[config.mk]
export PLATFORM = sky130hd
export DESIGN_NAME = census_match_flat
export DESIGN_NICKNAME = d
export VERILOG_FILES = /design/src/rtl/census_pkg.sv /design/src/rtl/census_match_if.sv /design/src/rtl/hamming_cost.sv /design/src/rtl/census_match.sv /design/src/flat_wrapper.sv
export SDC_FILE = /design/constraint.sdc
export NUM_CORES = 2
export LEC_CHECK = 0
export CORE_UTILIZATION = 30
export CTS_CLUSTER_SIZE = 40
export DETAILED_ROUTE_END_ITERATION = 16
export DONT_BUFFER_PORTS = 1
export GPL_TIMING_DRIVEN = 0
export SYNTH_ARGS = -nofsm -noshare
export SYNTH_HDL_FRONTEND = slang
export SYNTH_HIERARCHICAL = 1
export SYNTH_SLANG_ARGS = --single-unit
[constraint.sdc]
create_clock -name clk -period 30.9 [get_ports clk]
set_input_delay 3.09 -clock clk [delete_from_list [all_inputs] [get_ports clk]]
set_output_delay 3.09 -clock clk [all_outputs]
set_load 0.1 [all_outputs]
[src/rtl/census_pkg.sv]
// Shared widths and constants for the census matching pipeline.
package census_pkg;

  localparam int CENSUS_W = 24;
  localparam int COST_W   = 5;
  localparam int COORD_W  = 13;
  localparam int DISP_W   = 8;

  // Cost assigned to candidates that fall off the left edge of the row.
  // Larger than any real Hamming cost (max 24), so it can never win.
  localparam logic [COST_W-1:0] COST_INV = 5'h1F;

  // Number of set bits in a census signature.
  function automatic logic [COST_W-1:0] popcount(input logic [CENSUS_W-1:0] v);
    logic [COST_W-1:0] n;
    n = '0;
    for (int i = 0; i < CENSUS_W; i++) begin
      n = n + COST_W'(v[i]);
    end
    return n;
  endfunction

endpackage

[src/rtl/census_match_if.sv]
// Pixel-stream bus into and out of the census matcher.
interface census_match_if;
  import census_pkg::*;

  logic                valid_in;
  logic [CENSUS_W-1:0] censusL;
  logic [CENSUS_W-1:0] censusR;
  logic [COORD_W-1:0]  row;
  logic [COORD_W-1:0]  col;

  logic                valid_out;
  logic [DISP_W-1:0]   disp;
  logic [COST_W-1:0]   cost;
  logic [COORD_W-1:0]  rowout;
  logic [COORD_W-1:0]  colout;

  // Upstream source / downstream sink side.
  modport master (
    output valid_in, censusL, censusR, row, col,
    input  valid_out, disp, cost, rowout, colout
  );

  // The matcher itself.
  modport slave (
    input  valid_in, censusL, censusR, row, col,
    output valid_out, disp, cost, rowout, colout
  );

endinterface

[src/rtl/hamming_cost.sv]
// Hamming distance between two census signatures (purely combinational).
module hamming_cost
  import census_pkg::*;
(
  input  logic [CENSUS_W-1:0] a,
  input  logic [CENSUS_W-1:0] b,
  output logic [COST_W-1:0]   cost
);

  assign cost = popcount(a ^ b);

endmodule

[src/rtl/census_match.sv]
// Census-transform stereo matcher: compares the left signature against the
// last D right signatures, then picks the cheapest disparity with a
// registered binary min-tree. Fixed latency LAT = log2(D)+1, no stalls.
module census_match
  import census_pkg::*;
#(
  parameter int D = 16
) (
  input  logic          clk,
  input  logic          rst,
  census_match_if.slave bus
);

  localparam int LOG2D = $clog2(D);
  localparam int LAT   = LOG2D + 1;

  // Right-image history; window[d] is the sample accepted d samples ago,
  // window[0] being the one presented this cycle.
  logic [CENSUS_W-1:0] hist_reg [D-1];
  logic [CENSUS_W-1:0] window   [D];

  // Per-candidate costs before and after the row-edge mask.
  logic [COST_W-1:0] raw_cost  [D];
  logic [COST_W-1:0] cand_cost [D];

  // Stage 1 holds the leaf costs; internal tree nodes live in heap order
  // (node 1 = root, children of k are 2k and 2k+1, leaf d sits at D+d).
  logic [COST_W-1:0] s1_cost_reg   [D];
  logic [COST_W-1:0] tree_cost_reg [1:D-1];
  logic [DISP_W-1:0] tree_idx_reg  [1:D-1];

  // Uniform view of every non-root node, feeding its parent.
  logic [COST_W-1:0] node_cost [2:2*D-1];
  logic [DISP_W-1:0] node_idx  [2:2*D-1];

  // Sideband pipeline; index t is the output of pipeline stage t+1.
  logic [LAT-1:0]     valid_reg;
  logic [COORD_W-1:0] row_reg [LAT];
  logic [COORD_W-1:0] col_reg [LAT];

  assign window[0] = bus.censusR;

  genvar gi;
  generate
    for (gi = 1; gi < D; gi++) begin : g_window
      assign window[gi] = hist_reg[gi-1];
    end

    // One Hamming unit per candidate; candidates left of column 0 are masked.
    for (gi = 0; gi < D; gi++) begin : g_cost
      hamming_cost u_ham (
        .a    (bus.censusL),
        .b    (window[gi]),
        .cost (raw_cost[gi])
      );
      assign cand_cost[gi] = (COORD_W'(gi) > bus.col) ? COST_INV : raw_cost[gi];
    end

    for (gi = 0; gi < D; gi++) begin : g_leaf
      assign node_cost[D+gi] = s1_cost_reg[gi];
      assign node_idx[D+gi]  = DISP_W'(gi);
    end

    for (gi = 2; gi < D; gi++) begin : g_inner
      assign node_cost[gi] = tree_cost_reg[gi];
      assign node_idx[gi]  = tree_idx_reg[gi];
    end
  endgenerate

  // Shift the right-image history only when a sample is accepted.
  always_ff @(posedge clk or posedge rst) begin
    if (rst) begin
      for (int i = 0; i < D-1; i++) begin
        hist_reg[i] <= '0;
      end
    end else if (bus.valid_in) begin
      hist_reg[0] <= bus.censusR;
      for (int i = 1; i < D-1; i++) begin
        hist_reg[i] <= hist_reg[i-1];
      end
    end
  end

  // Capture leaf costs, then reduce pairwise per stage; the left child has
  // the smaller disparity and keeps ties. Data moves only with a valid tag,
  // so the root (the outputs) holds its value across bubbles.
  always_ff @(posedge clk or posedge rst) begin
    if (rst) begin
      valid_reg <= '0;
      for (int i = 0; i < LAT; i++) begin
        row_reg[i] <= '0;
        col_reg[i] <= '0;
      end
      for (int i = 0; i < D; i++) begin
        s1_cost_reg[i] <= '0;
      end
      for (int k = 1; k < D; k++) begin
        tree_cost_reg[k] <= '0;
        tree_idx_reg[k]  <= '0;
      end
    end else begin
      valid_reg[0] <= bus.valid_in;
      if (bus.valid_in) begin
        row_reg[0] <= bus.row;
        col_reg[0] <= bus.col;
        for (int i = 0; i < D; i++) begin
          s1_cost_reg[i] <= cand_cost[i];
        end
      end
      for (int t = 1; t < LAT; t++) begin
        valid_reg[t] <= valid_reg[t-1];
        if (valid_reg[t-1]) begin
          row_reg[t] <= row_reg[t-1];
          col_reg[t] <= col_reg[t-1];
          for (int k = (D >> t); k < (D >> (t-1)); k++) begin
            if (node_cost[2*k+1] < node_cost[2*k]) begin
              tree_cost_reg[k] <= node_cost[2*k+1];
              tree_idx_reg[k]  <= node_idx[2*k+1];
            end else begin
              tree_cost_reg[k] <= node_cost[2*k];
              tree_idx_reg[k]  <= node_idx[2*k];
            end
          end
        end
      end
    end
  end

  assign bus.valid_out = valid_reg[LAT-1];
  assign bus.disp      = tree_idx_reg[1];
  assign bus.cost      = tree_cost_reg[1];
  assign bus.rowout    = row_reg[LAT-1];
  assign bus.colout    = col_reg[LAT-1];

endmodule

[src/flat_wrapper.sv]
// flat-port wrapper written by rule: the top's interface ports become plain ports
module census_match_flat import census_pkg::*;
#(
  parameter int D = 16
)
  (clk, rst, bus_valid_in, bus_censusL, bus_censusR, bus_row, bus_col, bus_valid_out, bus_disp, bus_cost, bus_rowout, bus_colout);
  census_match_if bus_i ();
  input  logic clk;
  input  logic rst;
  input wire logic [$bits(bus_i.valid_in)-1:0] bus_valid_in;
  input wire logic [$bits(bus_i.censusL)-1:0] bus_censusL;
  input wire logic [$bits(bus_i.censusR)-1:0] bus_censusR;
  input wire logic [$bits(bus_i.row)-1:0] bus_row;
  input wire logic [$bits(bus_i.col)-1:0] bus_col;
  output wire logic [$bits(bus_i.valid_out)-1:0] bus_valid_out;
  output wire logic [$bits(bus_i.disp)-1:0] bus_disp;
  output wire logic [$bits(bus_i.cost)-1:0] bus_cost;
  output wire logic [$bits(bus_i.rowout)-1:0] bus_rowout;
  output wire logic [$bits(bus_i.colout)-1:0] bus_colout;
  assign bus_i.valid_in = bus_valid_in;
  assign bus_i.censusL = bus_censusL;
  assign bus_i.censusR = bus_censusR;
  assign bus_i.row = bus_row;
  assign bus_i.col = bus_col;
  assign bus_valid_out = bus_i.valid_out;
  assign bus_disp = bus_i.disp;
  assign bus_cost = bus_i.cost;
  assign bus_rowout = bus_i.rowout;
  assign bus_colout = bus_i.colout;
  census_match #(.D(D)) u_core (.clk(clk), .rst(rst), .bus(bus_i));
endmodule
==> qor.tcl <==
set qor(rsz_0062_raised_after_global_routing) {false}
set qor(post-cts-setup-buffer-count) 0
set qor(finalMaxSlewViolations) 0
set qor(drive_above_1_share_pct) 21.60
set qor(dp_hpwl_um) 71930
set qor(overall_overflow_remaining_after_global_route) 0
set qor(diodes) 0
set qor(postSynth.topFlopCell) {sky130_fd_sc_hd__dfrtp_1}
set qor(cts_buffers) 81
set qor(final_min_period_ps) 6700
set qor(cp_max_fo) 16
set qor(avgRoutedWirePerCell_um) 17.40
set qor(via_count_of_the_first_global_routing_pass) 25650
set qor(worstMarginPinSlew_ps) 1292
set qor(final_net_count) 3932
set qor(cts_max_path_buffers) 3
set qor(cts.hold.buffers_added) 0
set qor(gp_congestion) 0.8168
set qor(fin_worst_hold_slack_ps) 381.8
set qor(worst_ep_required_time_ps) 31490
set qor(io_pins) 117
set qor(worst_slew_margin_rel_pct) 13.84
set qor(critical_path.most_common_cell) {sky130_fd_sc_hd__fa_1}
set qor(die_area_mm2) 0.1372
set qor(timing_limited_maximum_frequency_mhz) 149.3
set qor(syn-mean-instance-area_um2) 12.21
set qor(antenna_found_initial) 2
set qor(row_count) 134
set qor(grt_use_total_pct) 13.79
set qor(clock_tree.htree_level_count) 3
set qor(report.final.hold_viol_count) 0
set qor(synth_seq_cells) 681
set qor(routed_wl_um) 91490
set qor(critical_path.top_delay_family) {adder cells}
set qor(drt_first_pass_iters) 5
set qor(ff2ff_setup_slack_ps) 26210
set qor(async_flop_share_pct) 100.0
set qor(grt_max_degree) 127
set qor(max-cap-violations) 0
set qor(ant_nets) 0
set qor(most_frequent_cells_in_the_layout) {sky130_fd_sc_hd__dfrtp_1 (681), sky130_fd_sc_hd__mux2_2 (510), sky130_fd_sc_hd__inv_1 (431), sky130_fd_sc_hd__fa_1 (272)}
set qor(largest_register_ff_count) 360
set qor(cts_clk_pin_slew_worst_paths_ps) 60
set qor(start_util_pct) 30.36
set qor(layout_worst_path_cycle_share_pct) 21.68
set qor(cts_tree) {done}
set qor(path_type_of_the_worst_min_delay_path) {register to register}
set qor(buffer_ports.inserted) 0
set qor(status) {finished clean}
set qor(slowest_delay_ps) 570
set qor(cts_resized) 0
set qor(route.detailed.drc) 0
set qor(clock-skew-final_ps) 31.37
set qor(most_common_cell_after_layout_fill_and_taps_aside) {sky130_fd_sc_hd__dfrtp_1}
set qor(worst_skew_late_latency_ps) 670
set qor(grt_first_pass_wirelength_um) 148100
set qor(die-height_um) 370.4
set qor(worst_path_max_delay_cell) {sky130_fd_sc_hd__fa_1}
set qor(crit_path_start_kind) {input pin}
set qor(layout-area-overhead-vs-synth_pct) 12.50
set qor(worst-endpoint-arrival_ps) 7290
set qor(count_of_flip_flops_with_a_built_in_enable_after_synthesis) 0
set qor(netlist-cell-type-count) 52
set qor(die_x_um) 370.4
set qor(finalSetupViolations) 0
set qor(final.setup.tns_ps) 0
set qor(synth.yosys.seq_area_share_pct) 41.85
set qor(critical_path_buf_inv_count) 4
set qor(drt_first_iter_violations) 823
set qor(syn-instance-count) 3335
set qor(core_area_mm2) 0.1341
set qor(routed_via_density) 4.500
set qor(cts_root_buf) {sky130_fd_sc_hd__clkbuf_16}
set qor(critPathKind) {input pin to register}
set qor(clkSinkCount) 681
set qor(synthesis.area_mm2) 0.04072
set qor(critPathCaptureType) {register}
set qor(crit_path_cell_trace) {xnor2_1 > fa_1 > inv_1 > fa_1 > fa_1 > fa_1 > inv_1 > fa_1 > inv_1 > ha_1 > inv_1 > fa_1 > nor2b_1 > o21ai_0 > nand2b_1 > nand2_1 > o21ai_0}
set qor(via_count) 23660
set qor(yosysWarnings) 6
[per-stage QoR]
stage               cell area, um2  util [%]  setup WS, ps  instances
global route                 45800     34.15         23920       5258
finish                       45800     34.15         24200       5258
detailed placement           43110     32.14         23450       5112
floorplan                    40730         -          8719       3338
CTS                          45800     34.15         24180       5258
global placement             42940     32.01         621.4       5106
[area by class of cell]
type	count	area [um2]
Buffer	133	656.9
Clock buffer	117	2355
Clock inverter	29	336.6
Fill cell	13330	88330
Inverter	432	1629
Multi-Input combinational cell	2092	21410
Sequential cell	681	17040
Tap cell	1768	2212
Timing Repair Buffer	6	165.2
[metal layers]
layer  GRT usage, %  part of all wire [%]  vias to the layer above
li1               -                     -                    11190
met1          17.68                    45                    12030
met2          23.36                    49                      321
met3          2.264                   3.6                      127
met4          4.839                   2.8                        0
met5              0                     0                        -
[cell families after synthesis]
| family | after synthesis | synth area share (%) |
|---|---|---|
| DFF | 681 | 41.85 |
| muxes | 589 | 16.05 |
| buffers and inverters | 565 | 5.596 |
| adders and majority gates | 428 | 18.17 |
| xor gates and xnor gates | 416 | 8.949 |
| and+or+nand+nor | 338 | 4.121 |
| AOI/OAI and AO/OA | 317 | 5.255 |
| other | 1 | 0.009210 |
[cell usage after synthesis, drive strengths merged, types with 14 or more instances]
cell | count | area (um2)
nand2b | 30 | 187.7
fa | 272 | 5445
nand2 | 52 | 195.2
buf | 73 | 431.7
a21oi | 113 | 629.3
mux2i | 79 | 790.8
ha | 156 | 1952
nor2b | 22 | 137.6
mux2 | 510 | 5743
xnor2 | 208 | 1822
o21ai | 80 | 449.2
o22a | 55 | 491.7
xor2 | 208 | 1822
nor3 | 151 | 755.7
inv | 432 | 1622
clkbuf | 60 | 225.2
dfrtp | 681 | 17040
nor2 | 55 | 206.5
a21o | 28 | 210.2
a211oi | 14 | 105.1
[path summary, 6_finish.rpt]
kind | startpoint | end | cells past startpoint
setup / recovery | bus_censusL[0] | u_core/node_cost[79] | 17
hold / removal | u_core/valid_reg[3] | u_core/valid_reg[4] | 0
setup reg to reg | u_core/hist_reg[168] | u_core/node_cost[39] | 17
hold reg to reg | u_core/valid_reg[3] | u_core/valid_reg[4] | 0
max in group asynchronous | rst | u_core/col_reg[34] | 4
min in group asynchronous | rst | u_core/node_cost[75] | 1
Power is left out: the tool's default activity adds up to more than one toggle a clock period on the data nets, which glitch-free logic cannot reach.
